$ cat src/rtl/seg_addsub_pipe_if.sv
// Operand/result handshake bundle for seg_addsub_pipe.
// master = source/sink side, slave = the adder pipeline.
interface seg_addsub_pipe_if #(
  parameter int WIDTH = 16,
  parameter int SEG   = 4
);
  localparam int STAGES = WIDTH / SEG;

  logic              in_valid;
  logic              in_ready;
  logic [WIDTH-1:0]  a;
  logic [WIDTH-1:0]  b;
  logic              c_in;
  logic              sub;
  logic              out_valid;
  logic              out_ready;
  logic [WIDTH-1:0]  s;
  logic [STAGES-1:0] c_out;
  logic              ovf;

  modport master (
    output in_valid, a, b, c_in, sub, out_ready,
    input  in_ready, out_valid, s, c_out, ovf
  );

  modport slave (
    input  in_valid, a, b, c_in, sub, out_ready,
    output in_ready, out_valid, s, c_out, ovf
  );
endinterface

$ cat src/rtl/seg_addsub_pipe.sv
// Segmented-carry add/sub pipeline, one SEG-bit segment per stage.
// Define ADDSUB_SAT_EN to clamp s on signed overflow.
module seg_addsub_pipe #(
  parameter int WIDTH = 16,
  parameter int SEG   = 4
) (
  input  logic             clk,
  input  logic             reset,
  seg_addsub_pipe_if.slave bus
);
  localparam int STAGES = WIDTH / SEG;

  logic adv;

  assign adv          = ~bus.out_valid | bus.out_ready;
  assign bus.in_ready = adv;

  for (genvar k = 0; k < STAGES; k++) begin : g_stage
    logic [WIDTH-1:0]  pa;
    logic [WIDTH-1:0]  pb;
    logic [WIDTH-1:0]  ps;
    logic [STAGES-1:0] pc;
    logic              pv;
    logic              ci;
    logic [SEG:0]      part;

    logic [WIDTH-1:0]  r_a;
    logic [WIDTH-1:0]  r_b;
    logic [WIDTH-1:0]  r_sum;
    logic [STAGES-1:0] r_c;
    logic              r_v;

    if (k == 0) begin : g_first
      assign pa = bus.a;
      assign pb = bus.sub ? ~bus.b : bus.b;
      assign ps = '0;
      assign pc = '0;
      assign pv = bus.in_valid;
      assign ci = bus.sub ^ bus.c_in;
    end else begin : g_next
      assign pa = g_stage[k-1].r_a;
      assign pb = g_stage[k-1].r_b;
      assign ps = g_stage[k-1].r_sum;
      assign pc = g_stage[k-1].r_c;
      assign pv = g_stage[k-1].r_v;
      assign ci = g_stage[k-1].r_c[k-1];
    end

    assign part = {1'b0, pa[k*SEG +: SEG]}
                + {1'b0, pb[k*SEG +: SEG]}
                + {{SEG{1'b0}}, ci};

    // operands skew forward whole; the sum fills in one segment per stage
    always_ff @(posedge clk or posedge reset) begin
      if (reset) begin
        r_v   <= 1'b0;
        r_a   <= '0;
        r_b   <= '0;
        r_sum <= '0;
        r_c   <= '0;
      end else if (adv) begin
        r_v   <= pv;
        r_a   <= pa;
        r_b   <= pb;
        r_sum <= ps;
        r_sum[k*SEG +: SEG] <= part[SEG-1:0];
        r_c   <= pc;
        r_c[k] <= part[SEG];
      end
    end
  end

  logic [WIDTH-1:0] raw;
  logic             sa;
  logic             sb;
  logic             ovf;
  logic             unused_ops;

  assign raw        = g_stage[STAGES-1].r_sum;
  assign sa         = g_stage[STAGES-1].r_a[WIDTH-1];
  assign sb         = g_stage[STAGES-1].r_b[WIDTH-1];
  assign unused_ops = ^{g_stage[STAGES-1].r_a,
                        g_stage[STAGES-1].r_b};
  assign ovf        = (sa == sb) & (raw[WIDTH-1] != sa);

  assign bus.out_valid = g_stage[STAGES-1].r_v;
  assign bus.c_out     = g_stage[STAGES-1].r_c;
  assign bus.ovf       = ovf;

`ifdef ADDSUB_SAT_EN
  assign bus.s = !ovf ? raw
               : sa   ? {1'b1, {(WIDTH-1){1'b0}}}
               :        {1'b0, {(WIDTH-1){1'b1}}};
`else
  assign bus.s = raw;
`endif
endmodule

$ cat src/flat_wrapper.sv
// flat-port wrapper written by rule: the top's interface ports become plain ports
module seg_addsub_pipe_flat 
#(
  parameter int WIDTH = 16,
  parameter int SEG   = 4
)
  (clk, reset, bus_in_valid, bus_a, bus_b, bus_c_in, bus_sub, bus_out_ready, bus_in_ready, bus_out_valid, bus_s, bus_c_out, bus_ovf);
  seg_addsub_pipe_if #(.WIDTH(WIDTH), .SEG(SEG)) bus_i ();
  input  logic clk;
  input  logic reset;
  input wire logic [$bits(bus_i.in_valid)-1:0] bus_in_valid;
  input wire logic [$bits(bus_i.a)-1:0] bus_a;
  input wire logic [$bits(bus_i.b)-1:0] bus_b;
  input wire logic [$bits(bus_i.c_in)-1:0] bus_c_in;
  input wire logic [$bits(bus_i.sub)-1:0] bus_sub;
  input wire logic [$bits(bus_i.out_ready)-1:0] bus_out_ready;
  output wire logic [$bits(bus_i.in_ready)-1:0] bus_in_ready;
  output wire logic [$bits(bus_i.out_valid)-1:0] bus_out_valid;
  output wire logic [$bits(bus_i.s)-1:0] bus_s;
  output wire logic [$bits(bus_i.c_out)-1:0] bus_c_out;
  output wire logic [$bits(bus_i.ovf)-1:0] bus_ovf;
  assign bus_i.in_valid = bus_in_valid;
  assign bus_i.a = bus_a;
  assign bus_i.b = bus_b;
  assign bus_i.c_in = bus_c_in;
  assign bus_i.sub = bus_sub;
  assign bus_i.out_ready = bus_out_ready;
  assign bus_in_ready = bus_i.in_ready;
  assign bus_out_valid = bus_i.out_valid;
  assign bus_s = bus_i.s;
  assign bus_c_out = bus_i.c_out;
  assign bus_ovf = bus_i.ovf;
  seg_addsub_pipe #(.WIDTH(WIDTH), .SEG(SEG)) u_core (.clk(clk), .reset(reset), .bus(bus_i));
endmodule
$ cat config.mk
export PLATFORM = sky130hd
export DESIGN_NAME = seg_addsub_pipe_flat
export DESIGN_NICKNAME = d
export VERILOG_FILES = /design/src/rtl/seg_addsub_pipe_if.sv /design/src/rtl/seg_addsub_pipe.sv /design/src/flat_wrapper.sv
export SDC_FILE = /design/constraint.sdc
export NUM_CORES = 1
export LEC_CHECK = 0
export ABC_AREA = 1
export CORE_MARGIN = 3
export CORE_UTILIZATION = 48
export DETAILED_ROUTE_END_ITERATION = 7
export PLACE_DENSITY_LB_ADDON = 0.2
export RECOVER_POWER = 50
export SKIP_LAST_GASP = 1
export SLEW_MARGIN = 20
export SYNTH_ARGS = -nofsm -noshare
export SYNTH_HDL_FRONTEND = slang
export SYNTH_SLANG_ARGS = --single-unit
$ cat constraint.sdc
create_clock -name clk -period 3.2 [get_ports clk]
set_clock_uncertainty 0.05 [all_clocks]
set_input_delay 0.48 -clock clk [delete_from_list [all_inputs] [get_ports clk]]
set_output_delay 0.48 -clock clk [all_outputs]
set_load 0.01 [all_outputs]
==> summary.md <==
In this run, distinct cell masters in the synthesized netlist total 20. The share of the Yosys chip area taken by registers is 56.85%. The part of the total power dissipated in the clock network is 17.6%, and the count of buffers inserted at the top-level ports is 60. Yosys printed 0 warnings. The clock passes through at most 2 buffers. The area share of the leading cell type in the synthesized netlist is 56.85%. From synthesis to final layout, the design area changed by 19.46%. The count of nets left with antenna violations once routing finished came out at 0.

Dividing the detail-routed wire length by the instance count gives 11.57 µm. Along the worst path, the maximum fanout reaches 7. After global routing the overflow that remains totals 0. The tree is rooted in a sky130_fd_sc_hd__clkbuf_8. The logs give 4 for the number of iterations in the first detailed-routing pass and 1752 µW for the net switching power of the design. The logs give 16.04% for the overall fraction of global-route tracks in use and 0.3086 mV for the largest vdd supply drop. After clock tree synthesis, the flow added hold-fix buffers numbering 0. Counting every instance in the synthesized netlist gives 505. The first global-routing pass estimated 14,330 µm of wire. For the overall via count from detail_route, the log shows 3,236. Summed over all failing endpoints, the final setup total negative slack is 0 ps. Counting every net in the synthesized netlist gives 563.

The run gives 0.002717 µW as the leakage power. Yosys attributes the largest share of cell area to sky130_fd_sc_hd__dfrtp_1, sky130_fd_sc_hd__nand2_1, sky130_fd_sc_hd__o21ai_0. The number of clock buffers added by TritonCTS is 9.

Net switching is 36.16% of the power. Entering global routing, the biggest net connects 117 pins. Dividing total power by cell area gives a power density of 886.0 mW/mm². The share of the clock period used by the worst path works out to 74.28%.

The worst pin sits at a relative slew slack of -8.906%. For the pin with the worst max-slew slack, the measured transition is 1625 ps. Detailed placement finished with a half-perimeter wire length of 5316 µm. The tools report the number of antenna violations at the first check in global routing as 0. In this run the number of H-tree levels came out at 3.

The total power was 4845 µW. The path class of the tightest hold or removal check is reg2reg. Antenna diode count: 0. After clock tree synthesis, the setup repair step added 0 buffers.

Cell area after technology mapping: 0.004578 mm². The floorplan has 35 rows. For the internal power component, the log shows 3093 µW. The post-route netlist has 4.440% of its cells at a drive strength greater than 1. Max-cap check violation count: 1. The data required time at the worst endpoint is 3340 ps. The flip-flop and latch count after synthesis came out at 104. The run gives 104 as the sink count of the clock tree. The I/O pin total was 61.

The setup path with the least slack is of type in2reg. At the worst endpoint, the arrival time is 2520 ps. The die is 103.7 µm tall. Clock latency of the later-clocked register in the worst-skew pair: 360 ps.

Each instance of the synthesized netlist takes up on average 9.066 µm². The count of final hold-check violations was 0; the clock slew seen by the registers of the worst setup and hold paths was 90 ps. The tools report the number of DRC violations after detailed routing as 0.

The number of endpoints failing setup at the final stage was 0. At the end of the flow the core is filled with cells to 59.19%. The run gives 37 as the final-report max-slew violation count. The total routed wirelength is 8003 µm, and the detailed-route vias per instance is 4.676. The tools report the weighted congestion at the end of routability-driven global placement as 0.7259.

TritonCTS built the clock tree. The width of the die came out at 103.7 µm. The timing-limited maximum frequency was 0.4207 GHz; the power share of the combinational group was 37.0%.

The die covers 0.01075 mm². For this configuration, the core starts out at a cell density of 49.55%. The region available for standard cell placement spans 0.009240 mm². The reg2reg setup slack was 1360 ps. Setup repair after global routing left no endpoint under its margin. For this block, the initial DRC count from the detailed router was 104. STA classifies the critical path startpoint as an input port. The share of total power dissipated in sequential elements is 45.4%. The element type at the critical path end was a flip-flop. The largest total area in the synthesized netlist belongs to sky130_fd_sc_hd__dfrtp_1.

The number of global-route vias before repair came out at 3,265. The run finished, with violations left. The checks that failed: capacitance limit, slew limit. The post-layout net count came out at 616.

The worst path in the final design needs a cycle of 2377 ps, including I/O delays and setup. The count of instances resized after the clock tree is built is 0.
[final cells by class]
class	count	area, µm²
Sequential cell	104	2603
Clock buffer	11	151.4
Inverter	36	136.4
Multi-Input combinational cell	341	1703
Tap cell	129	161.4
Clock inverter	5	62.56
Fill cell	840	3771
Timing Repair Buffer	66	651.9
[state kept, by name (all words and copies together) (netlist names)]
signal,flops
u_core.bus.c_out,4
u_core.bus.out_valid,1
u_core.bus.s,16
u_core.g_stage.r_a,25
u_core.g_stage.r_b,25
u_core.g_stage.r_c,6
u_core.g_stage.r_sum,24
u_core.g_stage.r_v,3
[power groups by stage]
stage | registers, µW | clock network (µW) | logic (µW)
after floorplan | 2230 | 0 | 1220
after global placement | 2220 | 0 | 1810
after detailed placement | 2240 | 0 | 1850
after CTS | 2210 | 883 | 1860
after global routing | 2280 | 923 | 2110
final | 2200 | 855 | 1790
[path summary, 6_finish.rpt]
check,startpoint,cells past startpoint,endpoint
max in group asynchronous,reset,3,u_core.g_stage[0].r_sum[2]
min in group asynchronous,reset,2,u_core.g_stage[1].r_b[11]
worst max-delay path,bus_sub,8,u_core.g_stage[0].r_c[0]
worst min-delay path,u_core.g_stage[1].r_b[15],2,u_core.g_stage[2].r_b[15]
worst min register to register,u_core.g_stage[1].r_b[15],2,u_core.g_stage[2].r_b[15]
worst max register to register,u_core.bus.out_valid,6,u_core.g_stage[0].r_sum[2]
[synthesized netlist by cell type, drive strengths merged]
cell type  number
a21oi           6
fa              8
nand2         218
inv            36
nor2           15
dfrtp         104
ha             12
nand3          11
xnor2          12
o21ai          51
buf            19
xor2            5
or2             1
a22oi           2
clkbuf          5
[critical path, cell delays in order]
cell	delay [ps]
sky130_fd_sc_hd__clkdlybuf4s50_1	600
sky130_fd_sc_hd__xor2_1	260
sky130_fd_sc_hd__fa_1	440
sky130_fd_sc_hd__fa_1	400
sky130_fd_sc_hd__nand2_1	80
sky130_fd_sc_hd__inv_1	40
sky130_fd_sc_hd__o21ai_0	140
sky130_fd_sc_hd__a22oi_1	80
[cell usage in the layout (no fill, tap or decap)]
cell type,count
sky130_fd_sc_hd__a21oi_1,6
sky130_fd_sc_hd__a22oi_1,2
sky130_fd_sc_hd__buf_12,1
sky130_fd_sc_hd__buf_4,3
sky130_fd_sc_hd__bufinv_16,1
sky130_fd_sc_hd__clkbuf_1,1
sky130_fd_sc_hd__clkbuf_2,1
sky130_fd_sc_hd__clkbuf_8,11
sky130_fd_sc_hd__clkdlybuf4s50_1,48
sky130_fd_sc_hd__clkinvlp_2,1
sky130_fd_sc_hd__clkinvlp_4,2
sky130_fd_sc_hd__dfrtp_1,104
sky130_fd_sc_hd__dlygate4sd3_1,12
sky130_fd_sc_hd__fa_1,8
sky130_fd_sc_hd__ha_1,12
sky130_fd_sc_hd__inv_1,34
sky130_fd_sc_hd__inv_2,1
sky130_fd_sc_hd__inv_6,2
sky130_fd_sc_hd__nand2_1,218
sky130_fd_sc_hd__nand3_1,11
sky130_fd_sc_hd__nor2_1,14
sky130_fd_sc_hd__nor2_4,1
sky130_fd_sc_hd__o21ai_0,39
sky130_fd_sc_hd__o21ai_1,12
sky130_fd_sc_hd__or2_2,1
sky130_fd_sc_hd__xnor2_1,12
sky130_fd_sc_hd__xor2_1,5
[metrics by stage]
step / setup WS (ps) / hold WS [ps] / instances / area, µm²
6_report: 823.1 / 423.4 / 692 / 5469
5_1_grt: 683.6 / 444.1 / 692 / 5469
3_3_place_gp: 475.7 / 394.6 / 676 / 5264
4_1_cts: 824.1 / 426.1 / 692 / 5478
2_1_floorplan: 960.8 / 372.7 / 505 / 4582
3_5_place_dp: 432.0 / 403.6 / 676 / 5264
[metal layers]
metal  vias to the layer above  GRT usage [%]  part of all wire, %
met4                         0          5.603                  1.1
li1                       1670              -                    -
met5                         -              0                    0
met2                        50          28.04                   49
met1                      1508          20.17                   47
met3                         8          2.804                  3.7
[cells by family (layout without fill, tap and decap cells)]
| family | after synthesis | count (layout) | share of synthesized area (%) |
|---|---|---|---|
| buffers and inverters | 60 | 118 | 5.958 |
| XOR/XNOR | 17 | 17 | 3.252 |
| flip-flops | 104 | 104 | 56.85 |
| adder cells (fa/ha/maj) | 20 | 20 | 6.778 |
| AO/OA/AOI/OAI | 59 | 59 | 6.559 |
| AND/OR/NAND/NOR | 245 | 245 | 20.61 |
(Power assumes the default switching activity.)
